[src/rtl/fetch_prefetch_buffer_pkg.sv]
// Shared definitions for the sequential instruction prefetch buffer:
// datapath width, the NOP returned while stalled, default reset PC and
// the controller state encoding.
package fetch_prefetch_buffer_pkg;

    localparam int XLEN = 32;

    localparam logic [XLEN-1:0] ARVI_NOP = 32'h0000_0013;
    localparam logic [XLEN-1:0] PC_RESET_DEFAULT = 32'h0000_0000;
    localparam logic [XLEN-1:0] WORD_STEP = 32'h0000_0004;

    typedef enum logic [1:0] {
        ST_IDLE    = 2'd0,
        ST_FETCH   = 2'd1,
        ST_DISCARD = 2'd2
    } pf_state_e;

    // Address of the next sequential instruction word; wraps modulo 2^XLEN.
    function automatic logic [XLEN-1:0] next_word(input logic [XLEN-1:0] addr);
        return addr + WORD_STEP;
    endfunction

endpackage

[src/rtl/fetch_prefetch_buffer_pf_fifo.sv]
// Small circular FIFO holding prefetched instruction words.
// Flush empties it and takes priority over a push on the same edge.
module pf_fifo
    import fetch_prefetch_buffer_pkg::*;
#(
    parameter int DEPTH = 4,
    parameter int WIDTH = XLEN
) (
    input  logic                   i_clk,
    input  logic                   i_rst,
    input  logic                   push,
    input  logic [WIDTH-1:0]       wdata,
    input  logic                   pop,
    input  logic                   flush,
    output logic [WIDTH-1:0]       rdata,
    output logic [$clog2(DEPTH):0] count,
    output logic                   empty,
    output logic                   full
);

    localparam int PW = $clog2(DEPTH);
    localparam int CW = PW + 1;

    logic [WIDTH-1:0] mem [DEPTH];
    logic [PW-1:0]    rd_ptr;
    logic [PW-1:0]    wr_ptr;
    logic             do_push;
    logic             do_pop;

    assign empty   = (count == '0);
    assign full    = (count == CW'(DEPTH));
    assign rdata   = mem[rd_ptr];
    assign do_push = push && !flush && (!full || pop);
    assign do_pop  = pop && !flush && !empty;

    // Storage write; contents need no reset because count gates visibility.
    always_ff @(posedge i_clk) begin
        if (do_push) begin
            mem[wr_ptr] <= wdata;
        end
    end

    // Pointer and occupancy bookkeeping with flush ahead of push/pop.
    always_ff @(posedge i_clk) begin
        if (!i_rst || flush) begin
            rd_ptr <= '0;
            wr_ptr <= '0;
            count  <= '0;
        end else begin
            if (do_push) begin
                wr_ptr <= wr_ptr + PW'(1);
            end
            if (do_pop) begin
                rd_ptr <= rd_ptr + PW'(1);
            end
            count <= count + CW'(do_push) - CW'(do_pop);
        end
    end

endmodule

[src/rtl/fetch_prefetch_buffer.sv]
// Sequential instruction prefetch buffer between instruction memory and
// the fetch stage. Streams PC, PC+4, ... into a FIFO ahead of demand and
// restarts at any non-sequential PC, discarding an in-flight stale word.
module fetch_prefetch_buffer
    import fetch_prefetch_buffer_pkg::*;
#(
    parameter int              DEPTH    = 4,
    parameter logic [XLEN-1:0] PC_RESET = PC_RESET_DEFAULT
) (
    input  logic            i_clk,
    input  logic            i_rst,
    input  logic [XLEN-1:0] i_Addr,
    input  logic            i_Hold,
    output logic [XLEN-1:0] o_Data,
    output logic            o_Stall,
    output logic            o_DataReq,
    output logic [XLEN-1:0] o_MemAddr,
    input  logic [XLEN-1:0] i_DataBlock,
    input  logic            i_MemReady
);

    localparam int CW = $clog2(DEPTH) + 1;
    localparam logic [CW-1:0] DEPTH_C = CW'(DEPTH);

    pf_state_e       state;
    logic [XLEN-1:0] head_addr;
    logic [XLEN-1:0] fetch_addr;
    logic [XLEN-1:0] req_addr;
    logic            data_req;

    logic [XLEN-1:0] fifo_rdata;
    logic [CW-1:0]   fifo_count;
    logic            fifo_empty;
    logic            fifo_full;

    logic            hit;
    logic            redirect;
    logic            pop;
    logic            push;
    logic [CW-1:0]   count_next;
    logic [XLEN-1:0] redirect_addr;

    pf_fifo #(
        .DEPTH (DEPTH),
        .WIDTH (XLEN)
    ) u_fifo (
        .i_clk (i_clk),
        .i_rst (i_rst),
        .push  (push),
        .wdata (i_DataBlock),
        .pop   (pop),
        .flush (redirect),
        .rdata (fifo_rdata),
        .count (fifo_count),
        .empty (fifo_empty),
        .full  (fifo_full)
    );

    // Hit/redirect decode depends only on i_Addr and registered state so the
    // stall output never loops through the core's hold logic.
    always_comb begin
        redirect      = (i_Addr != head_addr);
        hit           = !fifo_empty && !redirect;
        pop           = hit && !i_Hold;
        push          = (state == ST_FETCH) && i_MemReady && !redirect;
        count_next    = fifo_count + CW'(push) - CW'(pop);
        redirect_addr = {i_Addr[XLEN-1:2], 2'b00};
    end

    assign o_Stall   = !hit;
    assign o_Data    = hit ? fifo_rdata : ARVI_NOP;
    assign o_DataReq = data_req;
    assign o_MemAddr = req_addr;

    // Address tracking and the request FSM with registered request outputs.
    always_ff @(posedge i_clk) begin
        if (!i_rst) begin
            state      <= ST_IDLE;
            data_req   <= 1'b0;
            head_addr  <= PC_RESET;
            fetch_addr <= PC_RESET;
            req_addr   <= PC_RESET;
        end else begin
            if (redirect) begin
                head_addr  <= redirect_addr;
                fetch_addr <= redirect_addr;
            end else begin
                if (pop) begin
                    head_addr <= next_word(head_addr);
                end
                if (push) begin
                    fetch_addr <= next_word(fetch_addr);
                end
            end

            case (state)
                ST_IDLE: begin
                    if (!redirect && !fifo_full) begin
                        req_addr <= fetch_addr;
                        data_req <= 1'b1;
                        state    <= ST_FETCH;
                    end
                end
                ST_FETCH: begin
                    if (redirect) begin
                        if (i_MemReady) begin
                            data_req <= 1'b0;
                            state    <= ST_IDLE;
                        end else begin
                            state <= ST_DISCARD;
                        end
                    end else if (i_MemReady) begin
                        if (count_next < DEPTH_C) begin
                            req_addr <= next_word(fetch_addr);
                        end else begin
                            data_req <= 1'b0;
                            state    <= ST_IDLE;
                        end
                    end
                end
                ST_DISCARD: begin
                    if (i_MemReady) begin
                        data_req <= 1'b0;
                        state    <= ST_IDLE;
                    end
                end
                default: begin
                    data_req <= 1'b0;
                    state    <= ST_IDLE;
                end
            endcase
        end
    end

endmodule

[config.mk]
export PLATFORM = sky130hd
export DESIGN_NAME = fetch_prefetch_buffer
export DESIGN_NICKNAME = d
export VERILOG_FILES = /design/src/rtl/fetch_prefetch_buffer_pkg.sv /design/src/rtl/fetch_prefetch_buffer_pf_fifo.sv /design/src/rtl/fetch_prefetch_buffer.sv
export SDC_FILE = /design/constraint.sdc
export NUM_CORES = 1
export LEC_CHECK = 0
export ABC_AREA = 1
export CAP_MARGIN = 20
export CORE_UTILIZATION = 50
export DETAILED_ROUTE_END_ITERATION = 8
export MAX_ROUTING_LAYER = met4
export PLACE_DENSITY = 0.72
export SLEW_MARGIN = 40
export SYNTH_ARGS = -nofsm -noshare
export SYNTH_HDL_FRONTEND = slang
export SYNTH_SLANG_ARGS = --single-unit
[constraint.sdc]
create_clock -name i_clk -period 8.3 [get_ports i_clk]
set_input_delay 0.83 -clock i_clk [delete_from_list [all_inputs] [get_ports i_clk]]
set_output_delay 0.83 -clock i_clk [all_outputs]
set_load 0.02 [all_outputs]
# Word level (Yosys, flattened, before mapping)
# Memories as Yosys holds them, arrays and structs flattened. A register that Yosys moved wholly into a read port is not among the register bits.
# Index checks and enable logic that the tools add are counted.
classes:
  add_sub_neg: 8
  order_cmp: 1
  n_eq_ne: 11
  mux: 27
  n_bitwise: 1
  n_reduce_logical: 26
op_table:
  columns: ["op", "count"]
  rows:
  - ["$mux 32", 9]
  - ["$add 32x3->32 const B", 2]
  - ["$pmux 32 s2", 1]
  - ["$ne 32x32->1", 1]
  - ["$mux 2", 8]
  - ["$logic_and 1x1->1", 9]
  - ["$ne 2x2->1 const B", 4]
  - ["$mux 1", 7]
  - ["$add 3x1->3", 2]
  - ["$logic_not 1->1", 6]
  - ["$ne 3x2->1 const B", 2]
  - ["$pmux 2 s3", 1]
  - ["$reduce_bool 2->1", 3]
  - ["$sub 3x1->3", 2]
  - ["$reduce_and 5->1", 1]
  - ["$add 2x1->2 const B", 2]
  - ["$reduce_and 4->1", 1]
  - ["$eq 3x3->1 const B", 1]
  - ["$logic_not 3->1", 1]
  - ["$lt 3x3->1 const B", 1]
  - ["$pmux 1 s3", 1]
  - ["$reduce_and 3->1", 1]
  - ["$eq 2x1->1 const B", 1]
  - ["$eq 2x2->1 const B", 1]
  - ["5 further kinds", 6]
totals:
  regBits: 106
  mem_bits_rw: 128
  input_bits: 68
  output_inout_bits: 66
  wordCells: 85
  n_memories: 1
memory_table:
  columns: ["name", "words", "width", "rd", "rd_clocked_by_memory_dff", "write_ports", "line_no", "source"]
  rows:
  - ["u_fifo.mem", 4, 32, 1, 1, 1, "fetch_prefetch_buffer_pf_fifo.sv:24", "logic [WIDTH-1:0] mem [DEPTH];"]

# Longest topological paths before layout
depth:
  ltp_word: 10
  ltp_mapped: 25
  depth_no_buf: 23

# Hierarchy
# A second synthesis with hierarchy kept.
unflattened:
  hier_cells: 1694
  area_unflattened_um2: 12510.7
modules_own_cells:
  columns: ["mod", "instances", "cells_per_inst", "area_per_inst_um2", "seq_area_each_um2"]
  rows:
  - ["fetch_prefetch_buffer", 1, 1309, 7219.4, 1861.8]
  - ["pf_fifo", 1, 385, 5291.3, 4023.9]

# Least setup slack after synthesis
# Ideal clock, no wire load.
synth_timing:
  path_type: "input port to flip-flop"
  startpoint: "input i_Addr[1]"
  endpoint: "memory u_fifo.mem[0][0] (netlist name), enable pin"
  arrival_ns: 3.321
  required_time_ns: 7.879
  setup_slack_ns: 4.558
  cell_stages: 11
  path_buffers: 0
  cell_sequence: "nor2_1 nand2_1 nor2_1 nand2_1 nor2_4 nand4_4 nor2_2 nand2_2 nand2_1 nand2_1 nor2_1"
synth_between:
  elab_chain_len: 8
  elab_cells_between_ends: 10
  cone_classes: "1 x eq/ne; 2 x mux; 7 x reduce/logical"
synth_lines:
  columns: ["element", "line_no", "source"]
  rows:
  - ["start: declaration", "fetch_prefetch_buffer.sv:12", "input logic [XLEN-1:0] i_Addr,"]
  - ["$ne 32x32->1 *", "fetch_prefetch_buffer.sv:62", "redirect = (i_Addr != head_addr);"]
  - ["$logic_not 1->1 *", "fetch_prefetch_buffer_pf_fifo.sv:33, fetch_prefetch_buffer.sv:63, fetch_prefetch_buffer.sv:65", null]
  - ["$logic_and 1x1->1", "fetch_prefetch_buffer.sv:63", "hit = !fifo_empty && !redirect;"]
  - ["$logic_and 1x1->1", "fetch_prefetch_buffer.sv:64", "pop = hit && !i_Hold;"]
  - ["$logic_or 1x1->1", "fetch_prefetch_buffer_pf_fifo.sv:33", "assign do_push = push && !flush && (!full || pop);"]
  - ["$logic_and 1x1->1 *", "fetch_prefetch_buffer_pf_fifo.sv:33", null]
  - ["$mux 1 *", "fetch_prefetch_buffer_pf_fifo.sv:38", "if (do_push) begin"]
  - ["$mux 1 (not written as such) *", "fetch_prefetch_buffer_pf_fifo.sv:39", "mem[wr_ptr] <= wdata;"]
  - ["end: declaration", "fetch_prefetch_buffer_pf_fifo.sv:24", null]
# Mark *: on every way between the ends. The rest lies on a longest branch, timed or not.

# Final worst setup path
layout_timing:
  startpoint: "input i_Addr[19]"
  endpoint: "output o_Data[15]"
layout_between:
  elab_chain_len: 4
layout_lines:
  columns: ["element", "line_no", "source"]
  rows:
  - ["$ne 32x32->1", "fetch_prefetch_buffer.sv:62", null]
  - ["$logic_not 1->1", "fetch_prefetch_buffer.sv:63", null]
  - ["$logic_and 1x1->1", "fetch_prefetch_buffer.sv:63", null]
  - ["$mux 32", "fetch_prefetch_buffer.sv:71", "assign o_Data = hit ? fifo_rdata : ARVI_NOP;"]
  - ["end: declaration", "fetch_prefetch_buffer.sv:14", "output logic [XLEN-1:0] o_Data,"]
# Every way passes these cells.

==> impl_metrics.tcl <==
set metrics [dict create \
    path_cells "clkdlybuf4s50_1 -> inv_1 -> nand2_1 -> nand2_1 -> nor2_1 -> nand2_1 -> nor2_2 -> nand4_4 -> nor2_2 -> inv_1 -> buf_4 -> a21oi_1 -> clkdlybuf4s50_1" \
    post-route-period-util 0.5827 \
    synthAdderAreaFrac 0.01251 \
    die_h_um 154.3 \
    crit_family "buffers and inverters" \
    antenna_found_initial 0 \
    dieArea_mm2 0.02382 \
    fillers 2001 \
    synthFlopType "edfxtp_1" \
    grt_usage 0.2648 \
    switchingPower_mw 0.5435 \
    yosys-top-cells-count "nand2_1, nor2_1, inv_1, edfxtp_1, o21ai_0" \
    seqPwrFrac 0.495 \
    wl_per_cell_um 16.21 \
    ir_drop_mv 0.1209 \
    dr.pass1.iters 8 \
    syn_area_per_cell_um2 7.916 \
    hold_viol 0 \
    yosys.area_share.simple 0.2689 \
    holdCritPathClass "reg2reg" \
    fin_total_pwr_mw 2.495 \
    area_delta_synth_final_pct 20.46 \
    yosys-top-cells-area "edfxtp_1, dfxtp_1, nand2_1, nor2_1, o21ai_0" \
    drt_iter0_drc 759 \
    clock_path_buffers 3 \
    multi_input_area_mm2 0.004862 \
    synth_seq_cells 230 \
    cp-end-kind "output pin" \
    cp_max_fo 35 \
    totalWireLength_um 30450 \
    tightest_slew_ns 0.8532 \
    critPathMaxStageDelay_ns 0.64 \
    critPathRequiredTime_ns 7.47 \
    tns_ns 0 \
    ant_nets 0 \
    gp_congestion 0.9882 \
    viasPerCell 5.370 \
    p_leak_nw 5.618 \
    layout_min_cycle_time_ns 4.836 \
    finalSetupViolations 0 \
    ios 134 \
    fin_skew_ns 0.01125 \
    start_util 0.5110 \
    critPathBufInv 5 \
    regArea_mm2 0.005887 \
    async_flop_share 0 \
    antenna_cells 0 \
    synth_top_family_by_area "simple AND/OR/NAND/NOR gates" \
    clk_pin_slew_ns 0.06 \
    drc 0 \
    syn_inst 1466 \
    arrival_ns 4.01 \
    clk_latency_ns 0.53 \
    synth_mux_area_frac 0 \
    final_layout_size_suffix_gt1_frac 0.05650 \
    relSlewSlack 0.4298 \
    portBuffers 131 \
    row_count 55 \
    clockPowerShare 0.451 \
    hp-start "u_fifo.rd_ptr[0]" \
    synthXorXnorAreaFrac 0.02868 \
    p_comb_frac 0.054 \
    worstSetupPathType "in2out" \
    cap_violations 0 \
    fmax_mhz 206.8 \
    ctsHoldBuffers 0 \
    cts_root_buf "clkbuf_16" \
    status "complete, no violations" \
    p_per_area_mw_per_mm2 178.5 \
    num_vias 10090 \
    first_global_vias 9581 \
    cts_sinks 230 \
    core_mm2 0.02271 \
    gr-total-overflow 0 \
    switching_share 0.2178 \
    synth_top_area_frac 0.3312 \
    synth_most_common_cell "nand2_1" \
    cp_slowest_cell "clkdlybuf4s50_1" \
    critPathLaunchType "primary input" \
    synth.distinct_cells 41 \
    grt_max_degree 66 \
    reg2reg_from "head_addr[25]" \
    synth_seq_area_share 0.5072 \
    tritoncts "done" \
    critPathLaunch "i_Addr[19]" \
    synth_edf_count 128 \
    cts_max_level 1 \
    grt_pass1_wl_um 48690 \
    fin_nets 1653 \
    crit_top_cell "nand2_1" \
    ctsResizeCount 0 \
    dp_hpwl_um 20790 \
    netlist_area_mm2 0.01160 \
    p_int_mw 1.952 \
    die_w_um 154.3 \
    synth_compound_area_frac 0.1050 \
    post_cts.repair.setup_buffers 0 \
    yosys_warnings 0 \
    cts_buffers 25 \
    rsz0062_at_grt "no" \
    synth_top_cell_by_area "edfxtp_1" \
    maxSlewViolCount 0 \
]
[worst paths after layout]
path | slack (ns) | endpoint | depth (start not counted)
setup / recovery | 3.46 | o_Data[15] | 13
setup reg to reg | 3.80 | o_MemAddr[29] | 22
hold reg to reg | 0.47 | u_fifo.rd_ptr[0] | 2
hold / removal | 0.47 | u_fifo.rd_ptr[0] | 2
[flip-flops by register name, indices dropped and copies added, names as in the netlist, named ones only]
register	cells
head_addr	30
o_DataReq	1
u_fifo.rd_ptr	2
u_fifo.mem	128
u_fifo.wr_ptr	2
fetch_addr	30
u_fifo.count	3
state	2
o_MemAddr	30
[cell usage in the layout, fill, tap and decap left out, drive strengths merged]
cell type / count
or2: 2
nor2: 272
inv: 165
fa: 1
nor3: 25
and3: 2
clkbuf: 34
a211oi: 2
nand2: 320
conb: 2
nand3b: 24
a21oi: 47
nand4: 13
dfxtp: 102
nor3b: 1
o31ai: 1
buf: 14
xnor2: 2
a31oi: 32
o21bai: 1
xor2: 36
nor4: 7
bufinv: 3
o21ai: 117
clkdlybuf4s50: 130
o221ai: 14
o211ai: 6
ha: 10
clkinv: 9
edfxtp: 128
nand3: 71
[stage by stage]
step                hold WS [ns]    util  instances  setup WS (ns)  area, um2
floorplan                 0.4356       -       1467          4.558      11610
global placement          0.4534  0.5770       1831          3.012      13100
detailed placement        0.4524  0.5778       1831          2.953      13120
CTS                       0.4675  0.6147       1877          3.476      13960
global route              0.5017  0.6156       1878          2.969      13980
finish                    0.4699  0.6156       1878          3.464      13980
[layout make-up]
cell class / count / area share
Sequential cell: 230 / 0.4211
Clock buffer: 34 / 0.04932
Timing Repair Buffer: 144 / 0.1010
Multi-Input combinational cell: 1008 / 0.3478
Inverter: 165 / 0.04466
Tap cell: 285 / 0.02551
Clock inverter: 12 / 0.01065
[routing by layer]
layer / vias to the layer above / track usage / routed length, um
met5: - / - / 0
met2: 378 / 0.4305 / 14210
met4: 0 / 0.1273 / 1562
li1: 5037 / - / -
met3: 92 / 0.03082 / 1869
met1: 4578 / 0.3305 / 12800
[cell families (layout without fill, tap and decap cells)]
logic type	after synthesis	in the layout
AOI/OAI and AO/OA	220	220
xor gates and xnor gates	38	38
adders and majority gates	11	11
buffers and inverters	229	355
DFF	230	230
other	1	2
and+or+nand+nor	737	737
[tightest hold or removal path: cells and delay by family (launching register included)]
family                 cells  cell delay [ns]
AO/OA/AOI/OAI              1             0.05
buffers and inverters      1             0.06
flip-flops                 1             0.31
[power groups by stage]
stage,Clock (mW),Sequential (mW),Combinational (mW)
floorplan,0,1.25,0.0692
CTS,1.14,1.24,0.134
global route,1.19,1.24,0.150
finish,1.12,1.24,0.134
detailed placement,0,1.26,0.133
global placement,0,1.26,0.132
Note: power is estimated with default switching activity, not from simulation.
